--- src/rtl/mem_wb_stage_pkg.sv ---
`default_nettype none
// ============================================================================
//  Module   : mem_wb_stage_pkg
//  Brief    : Shared widths, FSM encodings and helpers for the MEM/WB stage.
//  Revision : 1.0
// ============================================================================
package mem_wb_stage_pkg;

    localparam int unsigned C_ADDRESS_LEN  = 32;
    localparam int unsigned C_WORD_LEN     = 32;
    localparam int unsigned C_REG_ADDR_LEN = 4;

    localparam logic [0:0] ST_IDLE = 1'b0;
    localparam logic [0:0] ST_WAIT = 1'b1;

    // A memory access that has not completed must hold the whole pipeline.
    function automatic logic f_freeze(input logic i_rd, input logic i_wr, input logic i_ready);
        return (i_rd | i_wr) & ~i_ready;
    endfunction

endpackage
`default_nettype wire

--- src/rtl/mem_wb_stage_wb_mux.sv ---
`default_nettype none
// ============================================================================
//  Module   : wb_mux
//  Brief    : Write-back data select between load data and ALU result.
//  Revision : 1.0
// ============================================================================
module wb_mux
    import mem_wb_stage_pkg::*;
#(
    parameter int WORD_LEN = C_WORD_LEN
) (
    input  logic                i_mem_r_en,
    input  logic [WORD_LEN-1:0] i_alu_res,
    input  logic [WORD_LEN-1:0] i_load_data,
    output logic [WORD_LEN-1:0] o_value
);

    assign o_value = i_mem_r_en ? i_load_data : i_alu_res;

endmodule
`default_nettype wire

--- src/rtl/mem_wb_stage.sv ---
`default_nettype none
// ============================================================================
//  Module   : mem_wb_stage
//  Brief    : MEM/WB pipeline register with memory-stall freeze and counter.
//  Revision : 1.0
// ============================================================================
module mem_wb_stage
    import mem_wb_stage_pkg::*;
#(
    parameter int ADDRESS_LEN  = C_ADDRESS_LEN,
    parameter int WORD_LEN     = C_WORD_LEN,
    parameter int REG_ADDR_LEN = C_REG_ADDR_LEN
) (
    input  logic                    clk,
    input  logic                    rst,
    input  logic [ADDRESS_LEN-1:0]  pc_in,
    input  logic                    WB_EN_in,
    input  logic                    MEM_R_EN_in,
    input  logic                    MEM_W_EN_in,
    input  logic [REG_ADDR_LEN-1:0] Dest_in,
    input  logic [WORD_LEN-1:0]     ALU_Res_in,
    input  logic [WORD_LEN-1:0]     memory_out,
    input  logic                    mem_ready,
    output logic [ADDRESS_LEN-1:0]  pc,
    output logic                    WB_EN,
    output logic [REG_ADDR_LEN-1:0] WB_Dest,
    output logic [WORD_LEN-1:0]     WB_Value,
    output logic                    freeze,
    output logic [31:0]             stall_count
);

    logic [ADDRESS_LEN-1:0]  r_pc;
    logic                    r_wb_en;
    logic                    r_mem_r_en;
    logic [REG_ADDR_LEN-1:0] r_dest;
    logic [WORD_LEN-1:0]     r_alu_res;
    logic [WORD_LEN-1:0]     r_load_data;
    logic [31:0]             r_stall_count;
    logic [0:0]              r_state;
    logic [0:0]              w_state_nxt;
    logic                    w_freeze;

    assign w_freeze = f_freeze(MEM_R_EN_in, MEM_W_EN_in, mem_ready);

    // A frozen edge inserts a bubble so a stalled instruction writes back once.
    always_ff @(posedge clk or posedge rst) begin
        if (rst) begin
            r_pc        <= '0;
            r_wb_en     <= 1'b0;
            r_mem_r_en  <= 1'b0;
            r_dest      <= '0;
            r_alu_res   <= '0;
            r_load_data <= '0;
        end else if (w_freeze) begin
            r_wb_en     <= 1'b0;
            r_mem_r_en  <= 1'b0;
        end else begin
            r_pc        <= pc_in;
            r_wb_en     <= WB_EN_in;
            r_mem_r_en  <= MEM_R_EN_in;
            r_dest      <= Dest_in;
            r_alu_res   <= ALU_Res_in;
            r_load_data <= memory_out;
        end
    end

    always_comb begin
        w_state_nxt = ST_IDLE;
        case (r_state)
            ST_IDLE: w_state_nxt = w_freeze ? ST_WAIT : ST_IDLE;
            ST_WAIT: w_state_nxt = w_freeze ? ST_WAIT : ST_IDLE;
            default: w_state_nxt = ST_IDLE;
        endcase
    end

    always_ff @(posedge clk or posedge rst) begin
        if (rst) begin
            r_state       <= ST_IDLE;
            r_stall_count <= '0;
        end else begin
            r_state <= w_state_nxt;
            if (w_freeze) begin
                r_stall_count <= r_stall_count + 32'd1;
            end
        end
    end

    wb_mux #(
        .WORD_LEN (WORD_LEN)
    ) u_wb_mux (
        .i_mem_r_en  (r_mem_r_en),
        .i_alu_res   (r_alu_res),
        .i_load_data (r_load_data),
        .o_value     (WB_Value)
    );

    assign pc          = r_pc;
    assign WB_EN       = r_wb_en;
    assign WB_Dest     = r_dest;
    assign freeze      = w_freeze;
    assign stall_count = r_stall_count;

endmodule
`default_nettype wire

--- config.mk ---
export PLATFORM = sky130hd
export DESIGN_NAME = mem_wb_stage
export DESIGN_NICKNAME = d
export VERILOG_FILES = /design/src/rtl/mem_wb_stage_pkg.sv /design/src/rtl/mem_wb_stage_wb_mux.sv /design/src/rtl/mem_wb_stage.sv
export SDC_FILE = /design/constraint.sdc
export NUM_CORES = 1
export LEC_CHECK = 0
export BUFFER_PORTS_ARGS = -buffer_cell sky130_fd_sc_hd__buf_4
export CAP_MARGIN = 5
export CELL_PAD_IN_SITES_DETAIL_PLACEMENT = 1
export CELL_PAD_IN_SITES_GLOBAL_PLACEMENT = 2
export CORE_MARGIN = 10
export CORE_UTILIZATION = 29
export DETAILED_ROUTE_END_ITERATION = 6
export PLACE_DENSITY = 0.78
export SLEW_MARGIN = 20
export SYNTH_ARGS = -nofsm -noshare
export SYNTH_HDL_FRONTEND = slang
export SYNTH_SLANG_ARGS = --single-unit
--- constraint.sdc ---
create_clock -name clk -period 6.45 [get_ports clk]
set_input_delay 1.6125 -clock clk [delete_from_list [all_inputs] [get_ports clk]]
set_output_delay 1.6125 -clock clk [all_outputs]
set_load 0.01 [all_outputs]
* After elaboration in Yosys (flattened, before gate mapping)
Cells that the tools add are included.
** Word-level totals
- Bits in registers :: 134
- Input port bits :: 106
- Output and inout port bits :: 102
- Word-level logic and storage cells :: 14
** Cells by class
- $add $sub $neg :: 1
- Mux-type cells :: 3
- Bitwise logic cells :: 3
** Operators with widths (number)
- $add 32x1->32 const B :: 1
- $mux 32 :: 1
- $mux 1 :: 2
- $and 1x1->1 :: 1
- $not 1->1 :: 1
- $or 1x1->1 :: 1

* Longest topological paths before layout
- Depth in word-level cells :: 3
- Depth in mapped cells :: 7

* By module
Synthesis repeated with hierarchy kept, for this count alone.
** Unflattened totals
- Cell total of the unflattened synthesis :: 600
- Area total of the unflattened synthesis :: 5843.1 µm²
** By module, submodules not included
- mem_wb_stage :: times used 1, cells each 564, area an instance 5298.8 µm², seq. area each 3353.2 µm²
- wb_mux :: times used 1, cells each 36, area an instance 544.3 µm², seq. area each 0.0 µm²

* Least setup slack after synthesis
No wires, ideal clock.
- Path type :: input -> output
- Start :: input port mem_ready
- End :: output port freeze
- Data arrival time :: 2294 ps
- Data required time :: 4838 ps
- Setup slack :: 2543 ps
- Stages :: 4
- Cells stage by stage :: o21bai_1 > buf_6 > inv_1 > clkbuf_1
** On the way
- Word-level cells in the longest chain between the ends :: 2
** RTL lines
- from (decl) :: line mem_wb_stage.sv:23 : input logic mem_ready,
- $not 1->1 :: line mem_wb_stage_pkg.sv:18 : return (i_rd | i_wr) & ~i_ready;
- $and 1x1->1 :: line mem_wb_stage_pkg.sv:18
- to (decl) :: line mem_wb_stage.sv:28 : output logic freeze,
Every way passes these cells.

* Final worst setup path
- Start :: input port MEM_W_EN_in
- End :: output port freeze
** On the way
- Word-level cells in the longest chain between the ends :: 2
** RTL lines
- from (decl) :: line mem_wb_stage.sv:19 : input logic MEM_W_EN_in,
- $or 1x1->1 :: line mem_wb_stage_pkg.sv:18
- $and 1x1->1 :: line mem_wb_stage_pkg.sv:18
Every way passes these cells.

==> out/metrics.csv <==
stage,metric,value,unit
route,viasPerCell,4.427,
clocking,cts.path.max_buffers,2,
route,firstDrtPassIters,4,
clocking,worstSkewPairLatency,0.42,ns
place,dp_cells,1036,
power_and_ir_drop,power.density,288.3,nW/um2
cells_and_area,final_design_area_no_fill,8014,um2
timing,tns,0,ns
clocking,cts_root_buffer,clkbuf_16,
clocking,path_clk_slew,0.06,ns
worst_setup_path,worst-path-buf-inv,3,
cells_and_area,drive_gt1_share,34.90,%
cells_and_area,nets,902,
clocking,holdBufCountCts,0,
route,drcViolationCount,0,
floorplanning,die_y,159.5,um
timing,tightestPinTransition,0.9023,ns
place,place_hpwl,13020,um
synth,synth-seq-cells,134,
global_routing,grt_overflow,0,
synth,syn-cell-area,5640,um2
place,io_buffers,207,
worst_setup_path,end_kind,primary output,
timing,finClkSkew,0.007597,ns
clocking,tritoncts,built,
run_status,status,"complete, no violations",
worst_setup_path,path_class,input port to primary output,
route,vias,4728,
power_and_ir_drop,p_leak,4.154,nW
floorplanning,initial_core_util,29.85,%
clocking,clock_sinks,134,
route,drt_iter0_drc,208,
floorplanning,die_w,159.5,um
floorplanning,num_rows,50,
synth,syn_nets,701,
global_routing,antenna_found_initial,0,
cells_and_area,fillers,2198,
global_routing,grt_util_all_layers,14.37,%
timing,rsz0062_at_grt,false,
synth,synth.distinct_cells,24,
power_and_ir_drop,ir_drop,0.0001913,V
floorplanning,coreArea,18890,um2
worst_setup_path,slowest_delay,0.18,ns
place,placed_area,7440,um2
worst_setup_path,critPathTopFamily,buffers and inverters,
timing,hold_violations,0,
cells_and_area,num_antenna_cells,0,
worst_setup_path,worstSetupStartpointType,input port,
timing,min_period,3.771,ns
worst_setup_path,crit_slowest_cell,o21bai_4,
worst_setup_path,critPathRequiredTime,4.84,ns
synth,synth_top_area_cell,dfrtp_1,
power_and_ir_drop,report.power.total,2.310,mW
route,wirelength,18100,um
timing,fin_worst_hold_slack,0.4589,ns
worst_setup_path,crit_fanout,2,
route,wire_per_inst,16.95,um
cells_and_area,mostFrequentLayoutCell,nand2_1,
global_routing,use_met3,5.964,%
cells_and_area,syn2layout_area_growth,42.08,%
worst_hold_path,min-delay-path-class,flip-flop to flip-flop,
timing,slew_violations,0,
clocking,cts_resized,0,
worst_setup_path,path_cells,"buf_4, o21bai_4, clkinv_2, buf_4",
timing,period_share,58.47,%
timing,fmax,265.2,MHz
place,place_congestion,0.7507,
global_routing,use_met2,23.30,%
worst_setup_path,cpMostUsedCell,buf_4,
global_routing,use_met1,16.84,%
cells_and_area,utilization,42.42,%
clocking,htreeDepth,4,
cells_and_area,layout_common_cells,"nand2_1 (312), buf_4 (210), dfrtp_1 (133)",
synth,seq_area_frac_synth,59.45,%
floorplanning,die_area,25430,um2
route,ant_nets,0,
synth,synth_area_leaders,"dfrtp_1 (59%), nand2_1 (21%), mux2_2 (6.4%)",
global_routing,busiest_layer,met2,
cells_and_area,final_cell_count_no_fill,1068,
worst_setup_path,cp.arrival,2.16,ns
synth,syn_avg_cell_area,9.496,um2
clocking,cts_made_buffers,17,
floorplanning,ios,208,
place,dp_slack,2.648,ns
clocking,postCtsSetupRepairBufs,0,
timing,setup_viol,0,
global_routing,grt_pass1_wl,29590,um
global_routing,grt_pass1_vias,5277,
job,max_cap_violations,0,
synth,yosysTopAreaCellShare,59.45,%
synth,yosysWarningCount,0,
global_routing,grt_max_degree,103,
timing,slew_headroom,39.52,%
synth,netlist_instances,594,
timing,worst_slack,2.679,ns
==> report_power, final <==
| group | leakage, nW | internal (mW) | switching [mW] |
|---|---|---|---|
| clock network | 0.267 | 0.560 | 0.376 |
| logic | 2.22 | 0.190 | 0.188 |
| registers | 1.67 | 0.923 | 0.0728 |
| total | 4.15 | 1.67 | 0.637 |
==> cell usage after synthesis <==
cell	instances
nand4b_1	2
clkbuf_1	8
nand4_1	17
o21bai_1	1
nor2_1	4
and2_1	3
nand3_1	10
mux2_2	32
nand2_1	312
xor2_1	3
dfrtp_1	134
nor4_1	1
nor3_2	2
and4_1	1
buf_1	10
buf_2	10
nor3_1	3
nand4_2	1
xnor2_1	28
and3_1	4
inv_1	5
ha_1	1
buf_6	1
nor4_4	1
==> registers in the layout, summed over array words and instances (netlist names) <==
signal,count
r_alu_res,32
stall_count,32
r_load_data,32
r_mem_r_en,1
WB_Dest,4
WB_EN,1
pc,32
==> path summary, 6_finish.rpt <==
path,end,cells past startpoint,slack [ns],start
max,freeze,4,2.68,MEM_W_EN_in
min,r_load_data[29]$_DFFE_PP0N_,2,0.46,r_load_data[29]$_DFFE_PP0N_
max reg2reg,stall_count[14]$_DFFE_PP0P_,5,4.51,stall_count[0]$_DFFE_PP0P_
min reg2reg,r_load_data[29]$_DFFE_PP0N_,2,0.46,r_load_data[29]$_DFFE_PP0N_
max in group asynchronous,r_mem_r_en$_DFF_PP0_,3,3.93,rst
min in group asynchronous,pc[11]$_DFFE_PP0N_,2,1.37,rst
==> kinds of logic after synthesis <==
family / Yosys count / share of synthesized area [%]
XOR/XNOR: 31 / 4.814
AO/OA/AOI/OAI: 1 / 0.1331
buffers and inverters: 34 / 2.618
multiplexers: 32 / 6.389
AND/OR/NAND/NOR: 361 / 26.38
adder cells (fa/ha/maj): 1 / 0.2218
flip-flops: 134 / 59.45
==> worst min-delay path, stage by stage (launching register included) <==
cell and delay (ns):
dfrtp_1 0.34, nand2_1 0.05, nand2_1 0.04
==> cell type report <==
type | instances | area, um2 | share of cell area (%)
inverter | 5 | 25.02 | 0.3123
clock inverter | 11 | 100.1 | 1.249
clock buffer | 21 | 470.5 | 5.870
timing repair buffer | 211 | 1588 | 19.81
multi-input combinational | 426 | 2151 | 26.84
tap | 260 | 325.3 | 4.059
sequential | 134 | 3354 | 41.86
==> per-layer routing <==
layer / routed length [um] / up-vias
li1: - / 2277
met1: 7551 / 2312
met2: 9014 / 127
met3: 1341 / 12
met4: 193 / 0
met5: 0 / -
Note: power is estimated with default switching activity, not from simulation.
